## src/rtl/io_pkg.sv

```systemverilog
// ----------------------------------------------------------------------------
// io_pkg
// Shared definitions for the toggle command/response I/O handshake blocks.
//   state_t                 : requester FSM states (IDLE, WAIT)
//   DEFAULT_DATA_WIDTH      : default device word width
//   DEFAULT_TIMEOUT_CYCLES  : default WAIT cycles before abort (timeout build)
//   wait_cnt_width()        : bits needed to count up to a given cycle limit
// ----------------------------------------------------------------------------
package io_pkg;

    typedef enum logic {
        IDLE = 1'b0,
        WAIT = 1'b1
    } state_t;

    localparam int DEFAULT_DATA_WIDTH     = 32;
    localparam int DEFAULT_TIMEOUT_CYCLES = 1024;

    function automatic int wait_cnt_width(input int cycles);
        return (cycles < 1) ? 1 : $clog2(cycles + 1);
    endfunction

endpackage

```

## src/rtl/register.sv

```systemverilog
// ----------------------------------------------------------------------------
// register
// Generic clock-qualified holding register.
//   clock       in   rising-edge clock
//   clock_valid in   qualifies every edge; 0 freezes the stored value
//   reset       in   synchronous active-high clear (only on valid edges)
//   write       in   load strobe
//   d           in   WIDTH data in
//   q           out  WIDTH stored value
// ----------------------------------------------------------------------------
module register #(
    parameter int WIDTH = 32
) (
    input  logic             clock,
    input  logic             clock_valid,
    input  logic             reset,
    input  logic             write,
    input  logic [WIDTH-1:0] d,
    output logic [WIDTH-1:0] q
);

    logic [WIDTH-1:0] r_q;

    always_ff @(posedge clock) begin
        if (clock_valid) begin
            if (reset) begin
                r_q <= '0;
            end else if (write) begin
                r_q <= d;
            end
        end
    end

    assign q = r_q;

endmodule

```

## src/rtl/word_reader.sv

```systemverilog
// ----------------------------------------------------------------------------
// word_reader
// Requester end of the toggle command/response handshake. A start toggles
// device_command; once device_response equals it the device word is captured
// into data_out and done pulses for one valid cycle.
//
// Optional feature macro: READER_TIMEOUT_EN
//   When defined, a WAIT cycle counter aborts the read after TIMEOUT_CYCLES
//   valid WAIT cycles (done + error, data_out unchanged) and adds the error port.
//
// Ports:
//   clock           in   rising-edge clock
//   reset           in   synchronous active-high, honoured only when clock_valid=1
//   clock_valid     in   qualifies every edge; 0 freezes all state
//   start           in   request one read (sampled in IDLE)
//   device_response in   toggle returned by the device
//   device_data     in   DATA_WIDTH device word
//   device_command  out  toggle to the device, one per read
//   busy            out  high while waiting for the device
//   done            out  one-cycle pulse on capture (or timeout)
//   data_out        out  DATA_WIDTH last captured word
//   error           out  timeout flag (READER_TIMEOUT_EN only)
// ----------------------------------------------------------------------------
module word_reader
    import io_pkg::*;
#(
    parameter int DATA_WIDTH     = DEFAULT_DATA_WIDTH
`ifdef READER_TIMEOUT_EN
  , parameter int TIMEOUT_CYCLES = DEFAULT_TIMEOUT_CYCLES
`endif
) (
    input  logic                  clock,
    input  logic                  reset,
    input  logic                  clock_valid,
    input  logic                  start,
    input  logic                  device_response,
    input  logic [DATA_WIDTH-1:0] device_data,
    output logic                  device_command,
    output logic                  busy,
    output logic                  done,
`ifdef READER_TIMEOUT_EN
    output logic                  error,
`endif
    output logic [DATA_WIDTH-1:0] data_out
);

    state_t r_state;
    logic   r_command;
    logic   r_busy;
    logic   r_done;
    logic   w_match;
    logic   w_capture;

`ifdef READER_TIMEOUT_EN
    localparam int                LP_CNT_W = wait_cnt_width(TIMEOUT_CYCLES);
    // Counter holds the number of WAIT edges already spent; the edge on which
    // it equals LP_LAST is the TIMEOUT_CYCLES-th WAIT edge.
    localparam logic [LP_CNT_W-1:0] LP_LAST = LP_CNT_W'(TIMEOUT_CYCLES - 1);
    logic [LP_CNT_W-1:0] r_wait_cnt;
    logic                r_error;
`endif

    assign w_match   = (device_response == r_command);
    // Capture strobe feeds the data register; reset has priority inside it.
    assign w_capture = (r_state == WAIT) && w_match;

    always_ff @(posedge clock) begin
        if (clock_valid) begin
            if (reset) begin
                r_state   <= IDLE;
                r_command <= 1'b0;
                r_busy    <= 1'b0;
                r_done    <= 1'b0;
`ifdef READER_TIMEOUT_EN
                r_wait_cnt <= '0;
                r_error    <= 1'b0;
`endif
            end else begin
                r_done <= 1'b0;
                case (r_state)
                    IDLE: begin
                        if (start) begin
                            r_command <= ~r_command;
                            r_busy    <= 1'b1;
                            r_state   <= WAIT;
`ifdef READER_TIMEOUT_EN
                            r_wait_cnt <= '0;
                            r_error    <= 1'b0;
`endif
                        end
                    end
                    WAIT: begin
                        if (w_match) begin
                            r_done  <= 1'b1;
                            r_busy  <= 1'b0;
                            r_state <= IDLE;
                        end
`ifdef READER_TIMEOUT_EN
                        else if (r_wait_cnt == LP_LAST) begin
                            // Abort: command stays toggled, data_out untouched.
                            r_done  <= 1'b1;
                            r_error <= 1'b1;
                            r_busy  <= 1'b0;
                            r_state <= IDLE;
                        end else begin
                            r_wait_cnt <= r_wait_cnt + 1'b1;
                        end
`endif
                    end
                    default: r_state <= IDLE;
                endcase
            end
        end
    end

    // Capture register: shared register block at the native 32-bit width,
    // an equivalent local flop otherwise.
    generate
        if (DATA_WIDTH == 32) begin : g_shared_reg
            register #(
                .WIDTH(DATA_WIDTH)
            ) u_data_reg (
                .clock      (clock),
                .clock_valid(clock_valid),
                .reset      (reset),
                .write      (w_capture),
                .d          (device_data),
                .q          (data_out)
            );
        end else begin : g_local_reg
            logic [DATA_WIDTH-1:0] r_data;
            always_ff @(posedge clock) begin
                if (clock_valid) begin
                    if (reset) begin
                        r_data <= '0;
                    end else if (w_capture) begin
                        r_data <= device_data;
                    end
                end
            end
            assign data_out = r_data;
        end
    endgenerate

    assign device_command = r_command;
    assign busy           = r_busy;
    assign done           = r_done;
`ifdef READER_TIMEOUT_EN
    assign error          = r_error;
`endif

endmodule

```

## config.mk

```make
export PLATFORM = sky130hd
export DESIGN_NAME = word_reader
export DESIGN_NICKNAME = d
export VERILOG_FILES = /design/src/rtl/io_pkg.sv /design/src/rtl/register.sv /design/src/rtl/word_reader.sv
export SDC_FILE = /design/constraint.sdc
export NUM_CORES = 1
export LEC_CHECK = 0
export BUFFER_PORTS_ARGS = -buffer_cell sky130_fd_sc_hd__clkbuf_2
export CORE_MARGIN = 2
export CORE_UTILIZATION = 44
export CTS_CLUSTER_DIAMETER = 30
export DETAILED_ROUTE_END_ITERATION = 8
export GPL_TIMING_DRIVEN = 0
export PLACE_DENSITY = 0.78
export SKIP_CTS_REPAIR_TIMING = 1
export SYNTH_ARGS = -nofsm -noshare
export SYNTH_HDL_FRONTEND = slang
export SYNTH_HIERARCHICAL = 1
export SYNTH_SLANG_ARGS = --single-unit
```

## constraint.sdc

```tcl
create_clock -name clock -period 2.1 [get_ports clock]
set_input_delay 0.105 -clock clock [delete_from_list [all_inputs] [get_ports clock]]
set_output_delay 0.105 -clock clock [all_outputs]
set_load 0.02 [all_outputs]
```

==> results of run 1 <==
-- power groups by stage --
stage	clock [uW]	combinational [uW]	sequential, uW
floorplan	0	52.4	921
global placement	0	179	869
detailed placement	0	184	872
CTS	464	184	855
global route	497	199	858
finish	449	183	854
-- cells in the mapped netlist, drive strengths merged --
cell	number	area [sq um]
nand2	1	6.26
a21boi	1	7.51
nor2	4	15.0
buf	3	17.5
xnor2	1	8.76
nor2b	33	206
inv	2	7.50
edfxtp	36	1080
o21a	1	7.51
nor3	1	10.0
a21oi	1	5.00
-- cell families after synthesis --
| group | count (synthesis) | synth area share [%] |
|---|---|---|
| AOI/OAI and AO/OA | 3 | 1.46 |
| xor gates and xnor gates | 1 | 0.638 |
| buffers and inverters | 5 | 1.82 |
| DFF | 36 | 78.8 |
| and+or+nand+nor | 39 | 17.3 |
-- how the worst max path moves through the flow --
stage / end / slack, ns / cells after the start
3_5_place_dp: g_shared_reg.u_data_reg/q[14] / -0.15 / 4
2_1_floorplan: g_shared_reg.u_data_reg/q[0] / 0.06 / 4
5_1_grt: g_shared_reg.u_data_reg/q[10] / 0.16 / 4
6_report: g_shared_reg.u_data_reg/q[10] / 0.27 / 4
3_3_place_gp: g_shared_reg.u_data_reg/q[11] / -0.07 / 4
4_1_cts: g_shared_reg.u_data_reg/q[31] / -0.18 / 4
-- sequential cells by signal, summed over array words and instances (netlist names) --
name	count
busy	1
device_command	1
r_state	1
done	1
g_shared_reg.u_data_reg/q	32
-- worst register-to-register path, cell delays in order, from the launching register on --
cell      delay, ns
edfxtp_1       0.44
xnor2_1        0.22
nand2_2        0.10
inv_2          0.08
o21a_2         0.62
-- layer usage --
metal  global-route usage [%]  up-vias
met4                     10.2        0
li1                         -      444
met2                     25.2       52
met5                        0        -
met3                     6.06        6
met1                     15.0      431
-- final cells by class --
type | instances | area (sq um)
timing repair buffer | 71 | 355
clock buffer | 5 | 37.5
fill | 256 | 1160
buffer | 3 | 17.5
inverter | 2 | 7.51
sequential | 36 | 1080
multi-input combinational | 43 | 268
tap | 33 | 41.3
clock inverter | 3 | 37.5
-- per-stage QoR --
step	area [sq um]	setup TNS (ns)
global route	1850	0
floorplan	1370	0
finish	1850	0
global placement	1770	-2.16
CTS	1840	-5.50
detailed placement	1770	-4.68
==> flow_summary.json, run 1 <==
{
  "hold_path_end": "done",
  "io_buffers": 71,
  "area_delta_synth_final_pct": 34.5,
  "power-per-cell-area_mw_per_mm2": 804,
  "cp.required_ns": 2.06,
  "clk_pin_slew_ns": 0.10,
  "outcome": "finished, final reports clean",
  "ys_seq_area_share_pct": 78.8,
  "cap_viol_max_count": 0,
  "critPathLaunchType": "register",
  "p_int_uw": 1160,
  "synth.avg_cell_area_sq_um": 16.3,
  "ys_ff_latch": 36,
  "grt_use_total_pct": 15.0,
  "initial_core_util_pct": 45.7,
  "drtPass1Iterations": 4,
  "cp-end-kind": "register",
  "vias": 933,
  "layout_common_cells": "clkbuf_2, edfxtp_1, nor2b_1",
  "finish.utilization_pct": 61.5,
  "critPathTopFamily": "compound AO/OA/AOI/OAI gates",
  "final_cells": 196,
  "gp_congestion": 0.722,
  "postRouteAntennaNets": 0,
  "maxSlewViolCount": 0,
  "regToRegStartpoint": "device_command",
  "cts_sinks": 36,
  "fin_crit_ns": 1.83,
  "cp.buffers_inverters": 1,
  "worst_slack_ns": 0.273,
  "htreeDepth": 2,
  "hold_viol": 0,
  "drcViolationCount": 0,
  "dieHeight_um": 59.9,
  "min_from": "clock_valid",
  "setup_violations": 0,
  "netlist_area_sq_mm": 0.00137,
  "viasPerCell": 4.76,
  "grt_pass1_wl_um": 3820,
  "layout-drive-gt1-share_pct": 51.5,
  "path_cells": "xnor2_1, nand2_2, inv_2, o21a_2",
  "clock_path_buffers": 2,
  "grt_overflow": 0,
  "m1WireLength_um": 915,
  "cpMaxStageDelayCell": "o21a_2",
  "comb_power_share_pct": 12.3,
  "grt_max_degree": 33,
  "dp_cells": 188,
  "dr_wl_met2_um": 1320,
  "rsz0062_at_grt": "false",
  "cp.arrival_ns": 1.79,
  "grt_antenna_before_repair": 0,
  "antenna_cells": 0,
  "core-area_sq_mm": 0.00300,
  "critPathKind": "register to register",
  "min_period_over_period_pct": 87.0,
  "syn_nets": 121,
  "power.share.clock_pct": 30.2,
  "cts_made_buffers": 5,
  "tightest_slew_ns": 0.737,
  "dp_hpwl_um": 1850,
  "wire_per_inst_um": 12.7,
  "pre_cts_slack_ns": -0.147,
  "hold_depth": 1,
  "slew_headroom_pct": 50.9,
  "clock_latency_ns": 0.32,
  "rows": 20,
  "startpoint": "device_command",
  "switching_share_pct": 22.1,
  "reg2regPathDepth": 4,
  "cp_max_fo": 32,
  "rrSetupSlack_ns": 0.27,
  "drt_iter0_drc": 17,
  "max_stage_delay_ns": 0.62,
  "highest_layer": "met4",
  "routed-wl-met3_um": 188,
  "p_seq_share_pct": 57.5,
  "reg2reg_to": "g_shared_reg.u_data_reg/q[10]",
  "mostFrequentLayoutCell": "clkbuf_2",
  "p_leak_uw": 0.000808,
  "finalNetCount": 199,
  "p_sw_uw": 329,
  "root_buffer": "clkbuf_4",
  "yosysUniqueCellTypes": 13,
  "fin_skew_ns": 0.00540,
  "synth_warnings": 6,
  "hold_path_class": "primary input to register",
  "syn_inst": 84,
  "grt_pass1_vias": 921,
  "routed_wl_um": 2490,
  "hold_slack_ns": 0.0422,
  "max_freq_mhz": 547,
  "cts_tree": "done",
  "total_power_uw": 1480,
  "io_pins": 72,
  "dieArea_sq_mm": 0.00358,
  "die_w_um": 59.9,
  "ir_worst_vdd_mv": 0.322
}
Note: power is estimated with default switching activity, not from simulation.
==> run 2: changes to the inputs <==
Settings changed: SETUP_SLACK_MARGIN set to 0.4.
==> run 2 against run 1 <==
Against the previous run: non-clock buffer count did not move; count of clock-buffer cells in the layout unchanged; cell count did not move; cell area is 0.95% lower; register-to-register slack improved by 0.24 ns; clock skew shrank 0.0014 ns; core utilization fell by 0.58 points; worst hold slack better by 0.0011 ns; setup slack gained 0.24 ns; largest power group unchanged.
==> flow_summary.json, run 2 (same netlist as run 1, synthesis figures left out) <==
{
  "grt_max_degree": 33,
  "cp.required_ns": 2.09,
  "layout-drive-gt1-share_pct": 52.1,
  "path_cells": "xnor2_1, nand2_2, inv_2, o21a_4",
  "clock_latency_ns": 0.33,
  "layout_common_cells": "clkbuf_2, edfxtp_1, nor2b_1",
  "critPathLaunchType": "register",
  "rows": 20,
  "finalNetCount": 199,
  "rsz0062_at_grt": "false",
  "reg2regPathDepth": 4,
  "cap_viol_max_count": 0,
  "dp_cells": 188,
  "routed-wl-met3_um": 202,
  "slew_headroom_pct": 70.1,
  "cp-end-kind": "register",
  "core-area_sq_mm": 0.00300,
  "hold_viol": 0,
  "cp.buffers_inverters": 1,
  "clock_path_buffers": 2,
  "fin_crit_ns": 1.59,
  "cts_made_buffers": 5,
  "area_delta_synth_final_pct": 33.2,
  "dp_hpwl_um": 1870,
  "initial_core_util_pct": 45.7,
  "io_pins": 72,
  "grt_use_total_pct": 15.0,
  "cp.arrival_ns": 1.58,
  "postRouteAntennaNets": 0,
  "dieHeight_um": 59.9,
  "cp_max_fo": 32,
  "grt_pass1_vias": 897,
  "drcViolationCount": 0,
  "largest_register_ff_count": 32,
  "hold_path_class": "primary input to register",
  "drtPass1Iterations": 4,
  "setup_tns_ns": 0,
  "drt_iter0_drc": 45,
  "outcome": "finished, final reports clean",
  "cp.depth": 4,
  "ir_worst_vdd_mv": 0.356,
  "grt_antenna_before_repair": 0,
  "cts_sinks": 36,
  "min_from": "clock_valid",
  "m1WireLength_um": 904,
  "mostFrequentLayoutCell": "clkbuf_2",
  "gp_congestion": 0.675,
  "io_buffers": 71,
  "max_freq_mhz": 629,
  "antenna_cells": 0,
  "critPathTopFamily": "flip-flops",
  "viasPerCell": 4.71,
  "critPathKind": "register to register",
  "startpoint": "device_command",
  "root_buffer": "clkbuf_4",
  "max_stage_delay_ns": 0.44,
  "clk_pin_slew_ns": 0.10,
  "min_period_over_period_pct": 75.7,
  "setup_violations": 0,
  "routed_wl_um": 2510,
  "die_w_um": 59.9,
  "htreeDepth": 2,
  "tightest_slew_ns": 0.449,
  "dieArea_sq_mm": 0.00358,
  "cts_tree": "done",
  "highest_layer": "met4",
  "regToRegStartpoint": "device_command",
  "final_cells": 196,
  "vias": 924,
  "maxSlewViolCount": 0,
  "cpMaxStageDelayCell": "edfxtp_1",
  "grt_overflow": 0,
  "wire_per_inst_um": 12.8,
  "hold_depth": 1,
  "dr_wl_met2_um": 1310,
  "power-per-cell-area_mw_per_mm2": 753,
  "p_leak_uw": 0.000801,
  "fin_skew_ns": 0.00403,
  "grt_pass1_wl_um": 3710
}
-- run 2: cell types whose count changed in the layout (fill, tap and decap cells not counted) --
cell,delta
o21a_4,+1
clkinv_1,-1
clkinv_2,+2
o21a_2,-1
bufinv_16,-1
-- run 2: metal layers --
| metal | up-vias | track usage [%] |
|---|---|---|
| met3 | 9 | 5.63 |
| li1 | 446 | - |
| met2 | 44 | 25.9 |
| met1 | 425 | 14.2 |
| met5 | - | 0 |
| met4 | 0 | 10.8 |
-- run 2: area by class of cell --
class	count	area, sq um
Inverter	2	7.51
Timing Repair Buffer	71	355
Clock buffer	5	37.5
Multi-Input combinational cell	43	274
Sequential cell	36	1080
Buffer	3	17.5
Tap cell	33	41.3
Fill cell	253	1170
Clock inverter	3	13.8
-- run 2: through the flow --
stage / total power [uW] / cell area [sq um] / utilization [%] / hold slack [ns] / setup slack (ns)
2_1_floorplan: 975 / 1380 / - / 0.217 / 0.559
3_3_place_gp: 1050 / 1780 / 59.2 / 0.373 / 0.571
3_5_place_dp: 1060 / 1780 / 59.2 / 0.389 / 0.506
4_1_cts: 1400 / 1830 / 60.9 / 0.0226 / 0.482
5_1_grt: 1450 / 1830 / 60.9 / 0.0338 / 0.415
6_report: 1380 / 1830 / 60.9 / 0.0433 / 0.510
-- run 2: worst paths after layout --
| kind | endpoint | slack, ns |
|---|---|---|
| max reg2reg | g_shared_reg.u_data_reg/q[12] | 0.51 |
| min | done | 0.04 |
| min reg2reg | device_command | 0.63 |
| max | g_shared_reg.u_data_reg/q[12] | 0.51 |
-- run 2: where the power goes --
| group | leakage (uW) | internal [uW] | switching (uW) |
|---|---|---|---|
| clock | 0.0000324 | 123 | 217 |
| combinational | 0.000416 | 72.9 | 111 |
| sequential | 0.000353 | 841 | 11.8 |
| total | 0.000801 | 1040 | 340 |
-- run 2: worst register-to-register path, cell delays in order (launching register included) --
cell and delay [ns]:
edfxtp_1 0.44, xnor2_1 0.21, nand2_2 0.09, inv_2 0.08, o21a_4 0.42
